<file path="config.mk">
export PLATFORM = sky130hd
export DESIGN_NAME = skinny_sbox8_inv_ti2_pipelined
export DESIGN_NICKNAME = d
export VERILOG_FILES = /design/src/rtl/skinny_sbox8_ti_pkg.sv /design/src/rtl/skinny_sbox8_inv_ti2_pipelined_cfn_reg.sv /design/src/rtl/skinny_sbox8_inv_ti2_pipelined.sv
export SDC_FILE = /design/constraint.sdc
export NUM_CORES = 1
export LEC_CHECK = 0
export CORE_MARGIN = 3
export CORE_UTILIZATION = 55
export CTS_BUF_LIST = sky130_fd_sc_hd__clkbuf_4 sky130_fd_sc_hd__clkbuf_8
export DETAILED_ROUTE_END_ITERATION = 10
export PLACE_DENSITY = 0.81
export SLEW_MARGIN = 5
export SYNTH_ARGS = -nofsm -noshare
export SYNTH_HDL_FRONTEND = slang
export SYNTH_HIERARCHICAL = 1
export SYNTH_SLANG_ARGS = --single-unit
</file>
<file path="constraint.sdc">
create_clock -name clk -period 4.1 [get_ports clk]
set_input_delay 0.615 -clock clk [delete_from_list [all_inputs] [get_ports clk]]
set_output_delay 0.615 -clock clk [all_outputs]
set_load 0.05 [all_outputs]
</file>
<file path="src/rtl/skinny_sbox8_ti_pkg.sv">
// skinny_sbox8_ti_pkg: constants and types for the three-share inverse SKINNY 8-bit S-box pipeline
package skinny_sbox8_ti_pkg;
    localparam int LATENCY = 4;
    typedef logic [2:0][7:0] shares_t;
    // per stage: working bits rewritten by a shared NOR-XOR step, and the two NOR operands of each
    localparam logic [7:0] STEP_MASK [LATENCY] = '{8'h93, 8'h28, 8'h04, 8'h40};
    localparam logic [2:0] NOR_A [LATENCY][8] = '{
        '{3'd3, 3'd2, 3'd0, 3'd0, 3'd7, 3'd0, 3'd0, 3'd6},
        '{3'd0, 3'd0, 3'd0, 3'd5, 3'd0, 3'd4, 3'd0, 3'd0},
        '{3'd0, 3'd0, 3'd0, 3'd0, 3'd0, 3'd0, 3'd0, 3'd0},
        '{3'd0, 3'd0, 3'd0, 3'd0, 3'd0, 3'd0, 3'd1, 3'd0}
    };
    localparam logic [2:0] NOR_B [LATENCY][8] = '{
        '{3'd1, 3'd7, 3'd0, 3'd0, 3'd6, 3'd0, 3'd0, 3'd5},
        '{3'd0, 3'd0, 3'd0, 3'd4, 3'd0, 3'd0, 3'd0, 3'd0},
        '{3'd0, 3'd0, 3'd3, 3'd0, 3'd0, 3'd0, 3'd0, 3'd0},
        '{3'd0, 3'd0, 3'd0, 3'd0, 3'd0, 3'd0, 3'd2, 3'd0}
    };
    localparam logic [2:0] OUT_MAP [8] = '{3'd5, 3'd3, 3'd0, 3'd4, 3'd6, 3'd7, 3'd2, 3'd1};
endpackage

</file>
<file path="src/rtl/skinny_sbox8_inv_ti2_pipelined_cfn_reg.sv">
// ti2_sbox8_inv_cfn_reg: registered three-share NOR-XOR step q <= NOR(a,b) ^ z, non-complete per share
module ti2_sbox8_inv_cfn_reg (
    input  logic       clk,
    input  logic       rst_n,
    input  logic       en,
    input  logic [2:0] a,
    input  logic [2:0] b,
    input  logic [2:0] z,
    output logic [2:0] q
);
    logic [2:0] x, y, f;
    assign x = {a[2:1], ~a[0]};
    assign y = {b[2:1], ~b[0]};
    assign f = {x[0] & y[0] ^ x[0] & y[1] ^ x[1] & y[0] ^ z[2],
                x[2] & y[2] ^ x[0] & y[2] ^ x[2] & y[0] ^ z[1],
                x[1] & y[1] ^ x[1] & y[2] ^ x[2] & y[1] ^ z[0]};
    always_ff @(posedge clk or negedge rst_n)
        if (!rst_n) q <= '0;
        else if (en) q <= f;
endmodule

</file>
<file path="src/rtl/skinny_sbox8_inv_ti2_pipelined.sv">
// skinny_sbox8_inv_ti2_pipelined: 4-stage three-share inverse SKINNY S-box with valid/ready flow control
module skinny_sbox8_inv_ti2_pipelined
    import skinny_sbox8_ti_pkg::*;
(
    input  logic       clk,
    input  logic       rst_n,
    input  logic [7:0] si0,
    input  logic [7:0] si1,
    input  logic [7:0] si2,
    input  logic       in_valid,
    output logic       in_ready,
    input  logic       out_ready,
    output logic       out_valid,
    output logic [7:0] bo0,
    output logic [7:0] bo1,
    output logic [7:0] bo2
);
    logic [2:0] p [LATENCY][8];
    logic [2:0] r [LATENCY][8];
    logic [LATENCY-1:0] v;
    logic advance;
    shares_t bo;
    assign advance = ~v[LATENCY-1] | out_ready;
    assign in_ready = advance;
    assign out_valid = v[LATENCY-1];
    always_ff @(posedge clk or negedge rst_n)
        if (!rst_n) v <= '0;
        else if (advance) v <= {v[LATENCY-2:0], in_valid};
    // every working bit is registered at every stage, so each nonlinear layer sees only flops
    for (genvar k = 0; k < LATENCY; k++) begin : g_stage
        for (genvar i = 0; i < 8; i++) begin : g_bit
            if (k == 0) begin : g_src
                assign p[k][i] = {si2[i], si1[i], si0[i]};
            end else begin : g_src
                assign p[k][i] = r[k-1][i];
            end
            if (STEP_MASK[k][i]) begin : g_reg
                ti2_sbox8_inv_cfn_reg u_cfn (
                    .clk   (clk),
                    .rst_n (rst_n),
                    .en    (advance),
                    .a     (p[k][NOR_A[k][i]]),
                    .b     (p[k][NOR_B[k][i]]),
                    .z     (p[k][i]),
                    .q     (r[k][i])
                );
            end else begin : g_reg
                always_ff @(posedge clk or negedge rst_n)
                    if (!rst_n) r[k][i] <= '0;
                    else if (advance) r[k][i] <= p[k][i];
            end
        end
    end
    for (genvar s = 0; s < 3; s++) begin : g_share
        for (genvar j = 0; j < 8; j++) begin : g_out
            assign bo[s][j] = r[LATENCY-1][OUT_MAP[j]][s];
        end
    end
    assign bo0 = bo[0];
    assign bo1 = bo[1];
    assign bo2 = bo[2];
endmodule
</file>
Word level (Yosys, flattened, before mapping)

Cells that the tools add are included.
Widths: inputs -> output; s select.

Register bits: 100
Word-level logic and storage cells: 192

Bitwise gates (word level): 159

Operators with widths:

| cell        | count |
|---|---|
| $and 1x1->1 | 72 |
| $xor 1x1->1 | 72 |
| $not 1->1   | 14 |
| $or 1x1->1  | 1 |

Longest topological paths before layout

Gate-level depths: netlist (run 1).

Word-level depth: 5
Depth in mapped cells: 8
Mapped depth without buffers: 5

Hierarchy

Netlist (run 1), hierarchy kept.

Modules (own cells, without submodules):

| module                         | cells an instance | area each (µm²) | times used |
|---|---|---|---|
| skinny_sbox8_inv_ti2_pipelined | 162               | 2947.8          | 1 |
| ti2_sbox8_inv_cfn_reg          | 27                | 265.3           | 8 |

Worst setup path before layout (run 1)

OpenSTA, ideal clock, no wires.

Path kind: input to output
From: input out_ready
To: output in_ready
Arrival time: 1315 ps
Path buffers: 3
Stages on the path: 4
Path slack: 2170 ps
Cells stage by stage: nand2b_4 -> buf_6 -> buf_6 -> buf_6

Word-level cells in the longest chain between the ends: 1

RTL lines:

| item        | line                                 | source |
|---|---|---|
| from (decl) | skinny_sbox8_inv_ti2_pipelined.sv:12 | `input logic out_ready,` |
| $or 1x1->1  | skinny_sbox8_inv_ti2_pipelined.sv:23 | `assign advance = ~v[LATENCY-1] \| out_ready;` |
| to (decl)   | skinny_sbox8_inv_ti2_pipelined.sv:11 | `output logic in_ready,` |

Every way passes these cells.

Worst setup path in the final report (run 1)

Same ends and word-level chain as after synthesis.

==> impl_results.md, run 1 <==
- Status: complete, no violations
- Synth Area per Inst: between 10 and 15 um^2
- Gate power share: between 40% and 50%
- Min-Delay Path Class: input port to asynchronous set/reset pin
- Diodes inserted: 0
- Port bufs: 53
- CTS tree: yes
- Final setup violation count: 0
- Critical Path Slowest Stage Cell: clkdlybuf4s50_1
- # rows: 34
- RSZ-0062 raised after global routing: no
- Clock Latency Late Sink: between 300 and 400 ps
- Crit path max-delay family: buffers and inverters
- Die Y: 102 um
- First-pass GRT wire length: around 15 mm
- Syn_nets: 406
- Starting DRT DRC Count: 132
- NetSw: 1710 uW
- Fin. Hold Viols: 0
- Xor and xnor fraction of the mapped netlist area: 2.76%
- Setup tns final: 0 ps
- Sw frac: 37.7%
- Register share of total power: 40.6%
- Clock buffer depth: 2
- Detailed-route wire length per cell: about 16 um
- Final nets: between 400 and 500
- Hold Buf Count CTS: 0
- Die Area: 10400 um^2
- Min cycle time layout: between 2000 and 2500 ps
- Worst slew pin tran: about 830 ps
- Worst clock skew: 9.25 ps
- CP Launch Type: input port
- CTS H-Tree Depth: 3
- Part of the cycle the worst path needs: 58.9%
- Post-synthesis adder-cell area fraction: 0%
- Total Wirelength: ~8.7 mm
- Worst path required time: 3480 ps
- Multiplexer share of the synthesized area: 26.8%
- Largest family of logic cells by synthesized area: multiplexers
- Num CTS Buffers: 9
- Initial antenna violation count: 0
- Yosys cell types: 22
- Clock sinks: 100
- Sequential cell area: 2500 um^2
- Total number of yosys warnings: 6
- Chip Width: 102 um
- DRT Pass-1 Iters: 4
- Mapped Area: slightly above 5000 um^2
- Post-synthesis sequential area ratio: 49.4%
- Leakage power: approximately 0.0026 uW
- Vias in the first global route: approximately 3000
- Pwr/cell area: 772 nW/um^2
- Filler cell count: 659
- Slew HR: 44.8%
- Core Region: 8850 um^2
- Via/cell ratio: 5.79
- Drt drc: 0
- Total GRT Usage: 17.8%
- Post-CTS setup buffers: 0
- CP max FO: 35
- Area of the multi-input gates: approximately 2500 um^2
- Routability-driven placement congestion ratio: 0.783
- Worst-path clk slew: 100 ps
- CP bufs+invs: 2
- Starting density of the core: 57.3%
- Hold_ws: 348 ps
- Simple-gate share of the synthesized area: 11.6%
- I/O pins: 54
- Pwr Total: between 4000 and 5000 uW
- CP Capture Type: output port
- Final slew viol count: 0
- Area Overhead vs Synth: 16.1%
- Critical path type: input port to output port
- Compound-cell area share of the yosys netlist: 7.90%
- Total gr overflow: 0
- Max VDD drop: about 0.27 mV
- Crit-path cells: clkdlybuf4s50_1 > nand2b_4 > buf_4
- Yosys reg bits: 100
- Max cap viols: 0
- Arr. time, crit path: 1800 ps
- Post-DRT Antenna Nets: 0
- Layout cells sized above 1: 30.9%
- Vias: 3171
- Post_cts resized: 0
- HPWL Detailed: 5.95 mm
- Fmax: 414 MHz
- Largest stage delay, worst path: 460 ps
- CTS root buf: clkbuf_8
- Pin count of the biggest net entering global routing: 84
- Clock network fraction of design power: 14.1%
- Mapped Cells: 378
- P_int: 2830 uW
-- cells by family after synthesis --
family                 Yosys count
AO/OA/AOI/OAI                   48
XOR/XNOR                        16
buffers and inverters            9
multiplexers                   107
flip-flops                     100
AND/OR/NAND/NOR                 98
-- per-stage QoR --
stage	instance area, um^2	worst slack (ps)	cells	utilization (%)
floorplan	5070	2170	378	-
global placement	5680	1630	532	64.2
detailed placement	5680	1580	532	64.2
CTS	5890	1670	548	66.5
global route	5890	1640	548	66.5
finish	5890	1690	548	66.5
-- final cells by class --
type	count	share of cell area, %
flip-flops and latches	100	42.5
well taps	108	2.30
repair buffers	55	9.39
clock inverters	5	1.02
clock buffers	11	2.47
multi-input cells	269	42.3
-- per-layer routing --
layer  part of all wire [%]  global-route usage, %
met3                    3.5                   2.87
met5                      0                      0
met2                     46                   26.7
met1                     48                   26.2
met4                    1.5                   6.76
-- cells in the mapped netlist --
| cell | instances | area, um^2 |
|---|---|---|
| and3b_1 | 8 | 70.1 |
| a211oi_2 | 8 | 100 |
| nor4_1 | 8 | 50.1 |
| buf_2 | 4 | 20.0 |
| and3_1 | 8 | 50.1 |
| nand2b_4 | 1 | 13.8 |
| buf_6 | 5 | 56.3 |
| nand2b_1 | 9 | 56.3 |
| mux2_4 | 44 | 661 |
| mux2i_1 | 8 | 80.1 |
| nor4bb_1 | 8 | 80.1 |
| nor2b_1 | 16 | 100 |
| a221oi_2 | 8 | 120 |
| o21a_1 | 8 | 60.1 |
| xnor2_1 | 16 | 140 |
| a21oi_1 | 16 | 80.1 |
| nand3_1 | 16 | 80.1 |
| nand2_1 | 16 | 60.1 |
| mux2_2 | 55 | 619 |
| nor2_1 | 8 | 30.0 |
| o21ai_0 | 8 | 40.0 |
| dfrtp_1 | 100 | 2500 |
-- placed cells by master, fill, tap and decap left out, drive strengths merged --
cell type	count
clkinvlp	1
dfrtp	100
a21oi	16
nor4bb	8
nor4	8
inv	1
and3	8
clkbuf	11
nand2	16
mux2	99
nor2	8
a211oi	8
clkinv	2
clkdlybuf4s50	51
and3b	8
a221oi	8
buf	4
nand3	16
o21a	8
xnor2	16
bufinv	1
nor2b	16
mux2i	8
o21ai	8
nand2b	10
-- power groups by stage --
stage / clock network, uW / registers (uW) / logic [uW]
3_5_place_dp: 0 / 1860 / 2080
3_3_place_gp: 0 / 1840 / 2010
6_report: 641 / 1840 / 2060
5_1_grt: 689 / 1920 / 2210
2_1_floorplan: 0 / 2180 / 1200
4_1_cts: 654 / 1840 / 2080
-- registers in the layout, summed over array words and instances, names as in the netlist --
| register | flops |
|---|---|
| p | 51 |
| g_stage.g_bit.g_reg.u_cfn/q | 24 |
| bo0 | 7 |
| bo1 | 7 |
| bo2 | 7 |
| v | 4 |
-- final timing paths --
check,startpoint,end,slack [ps],cells after the start
max in group asynchronous,rst_n,p[34],2810,2
worst min-delay path,rst_n,g_stage[3].g_bit[6].g_reg.u_cfn/q[1],350,1
min in group clk,v[2],v[3],480,1
worst max-delay path,out_ready,in_ready,1690,3
worst max register to register,v[3],g_stage[1].g_bit[5].g_reg.u_cfn/q[1],2270,5
worst min register to register,v[2],v[3],480,1
Power figures use the tool's default switching activity.
==> inputs of run 2 (changes only) <==
==> constraint.sdc (replaced) <==
create_clock -name clk -period 2.4 [get_ports clk]
set_input_delay 0.36 -clock clk [delete_from_list [all_inputs] [get_ports clk]]
set_output_delay 0.36 -clock clk [all_outputs]
set_load 0.05 [all_outputs]
==> impl_results.md, run 2 (synthesized netlist as in run 1, its figures left out) <==
- Post-DRT Antenna Nets: 0 (unchanged)
- Pin count of the biggest net entering global routing: 57 (-32%)
- Total GRT Usage: 18.5% (+0.72 points)
- Die Area: 10400 um^2 (unchanged)
- Fmax: 519 MHz
- HPWL Detailed: 6.17 mm (+3.7%)
- CTS root buf: clkbuf_8
- Final setup violation count: 0 (unchanged)
- Most frequent cells in the layout: 100 x dfrtp_1, 55 x mux2_2, 51 x clkdlybuf4s50_1
- Final nets: 468 (+1.1%)
- Die Y: 102 um (unchanged)
- CP Capture Type: output port
- Status: complete, no violations
- Starting density of the core: 57.3% (unchanged)
- Worst path required time: 2040 ps (-1440 ps)
- Clock Latency Late Sink: 350 ps (about the same)
- Drt drc: 0 (unchanged)
- CTS H-Tree Depth: 3 (unchanged)
- Area Overhead vs Synth: 17.4%
- CP Launch Type: flop
- Cells on worst reg2reg path: 4 (-1)
- Crit path max-delay family: buffers and inverters
- Routability-driven placement congestion ratio: 0.801 (+2.3%)
- Initial antenna violation count: 0 (unchanged)
- Core Region: 8850 um^2 (unchanged)
- Critical path type: flop to output port
- Max cap viols: 0 (unchanged)
- Total gr overflow: 0 (unchanged)
- Pwr/cell area: 1300 nW/um^2 (+68%)
- Max VDD drop: 0.508 mV (+90%)
- Pwr Total: 7740 uW (+70%)
- Largest stage delay, worst path: 820 ps (+360 ps)
- CP max FO: 2 (-94%)
- Port bufs: 53 (unchanged)
- Chip Width: 102 um (unchanged)
- Hold_ws: 458 ps (+110 ps)
- Min cycle time layout: slightly below 2000 ps
- Setup tns final: 0 ps (unchanged)
- Slew HR: 66.6% (+22 points)
- Num CTS Buffers: 9 (unchanged)
- First-pass GRT wire length: 15.2 mm (+3.3%)
- Post_cts resized: 0 (unchanged)
- # rows: 34 (unchanged)
- Layout cells sized above 1: 31.5% (+0.55 points)
- Diodes inserted: 0 (unchanged)
- Starting DRT DRC Count: 118 (-11%)
- Fin. Hold Viols: 0 (unchanged)
- Clock buffer depth: 2 (unchanged)
- Worst clock skew: 13.5 ps (+4.26 ps)
- Vias in the first global route: 3049 (+0.83%)
- Clock sinks: 100 (unchanged)
- Critical Path Slowest Stage Cell: clkdlybuf4s50_1
- Part of the cycle the worst path needs: 80.2%
- Detailed-route wire length per cell: 15.9 um (-0.36%)
- Leakage power: 0.00262 uW (+1.2%)
- I/O pins: 54 (unchanged)
- Arr. time, crit path: 1570 ps (-230 ps)
- DP Worst Slack: 224 ps (-1350 ps)
- CP bufs+invs: 1 (-1)
- Final slew viol count: 0 (unchanged)
- Worst r2r src: g_stage[0].g_bit[4].g_reg.u_cfn/q[1]
- Vias: 3154 (-0.54%)
- Hold Buf Count CTS: 1 (+1)
- DRT Pass-1 Iters: 4 (unchanged)
- CTS tree: yes
- Reg-to-reg setup timing slack: 700 ps (-1570 ps)
- Crit-path cells: clkdlybuf4s50_1
- RSZ-0062 raised after global routing: no
- Post-CTS setup buffers: 0 (unchanged)
- Via/cell ratio: 5.70 (-1.4%)
- Worst-path clk slew: 90 ps (about the same)
- RR Endpoint: g_stage[1].g_bit[3].g_reg.u_cfn/q[0]
- Leading cell type in the layout, fill and taps excluded: dfrtp_1
- Total Wirelength: 8.80 mm (+0.55%)
- Final worst slack: 474 ps (-1210 ps)
- Min-Delay Path Class: input port to asynchronous set/reset pin
- Worst slew pin tran: 499 ps (-328 ps)
- Max FFs per register: 51 (unchanged)
## run 2: cell count changes in the layout (fill, tap and decap cells not counted), sizes merged
cell,before,now
clkinv,2,1
clkinvlp,1,2
dlygate4sd3,0,1
bufinv,1,0
clkbuf,11,13
buf,4,8
inv,1,0
## run 2: how the worst max path moves through the flow
stage	start	depth (start not counted)	end	slack [ps]
3_3_place_gp	si1[7]	5	g_stage[0].g_bit[1].g_reg.u_cfn/q[0]	270
4_1_cts	v[3]	1	out_valid	450
3_5_place_dp	si1[7]	5	g_stage[0].g_bit[1].g_reg.u_cfn/q[0]	220
6_report	v[3]	1	out_valid	470
5_1_grt	v[3]	1	out_valid	420
2_1_floorplan	v[3]	5	g_stage[0].g_bit[0].g_reg.u_cfn/q[2]	590
## run 2: cell type report
| cell class | count | area [um^2] |
|---|---|---|
| flip-flops and latches | 100 | 2500 |
| clock buffers | 13 | 173 |
| multi-input cells | 269 | 2490 |
| clock inverters | 3 | 20.0 |
| fillers | 656 | 2900 |
| repair buffers | 60 | 631 |
| well taps | 108 | 135 |
## run 2: metrics by stage
stage                     cell area (um^2)  cells  util (%)
after floorplan                       5070    378         -
after global placement                5750    536      65.0
after detailed placement              5750    536      65.0
after CTS                             5950    553      67.3
after global routing                  5950    553      67.3
final                                 5950    553      67.3
## run 2: report_power, final
| group | switching (uW) | internal [uW] |
|---|---|---|
| Sequential | 700 | 2460 |
| Combinational | 1670 | 1890 |
| Clock | 545 | 473 |
| Total | 2910 | 4820 |
## run 2: per-layer routing
metal | vias up | share of wire [%] | track usage (%)
met5 | - | 0 | 0
li1 | 1519 | - | -
met4 | 0 | 1.5 | 6.36
met3 | 10 | 4.4 | 3.41
met2 | 72 | 46 | 27.8
met1 | 1553 | 48 | 27.2
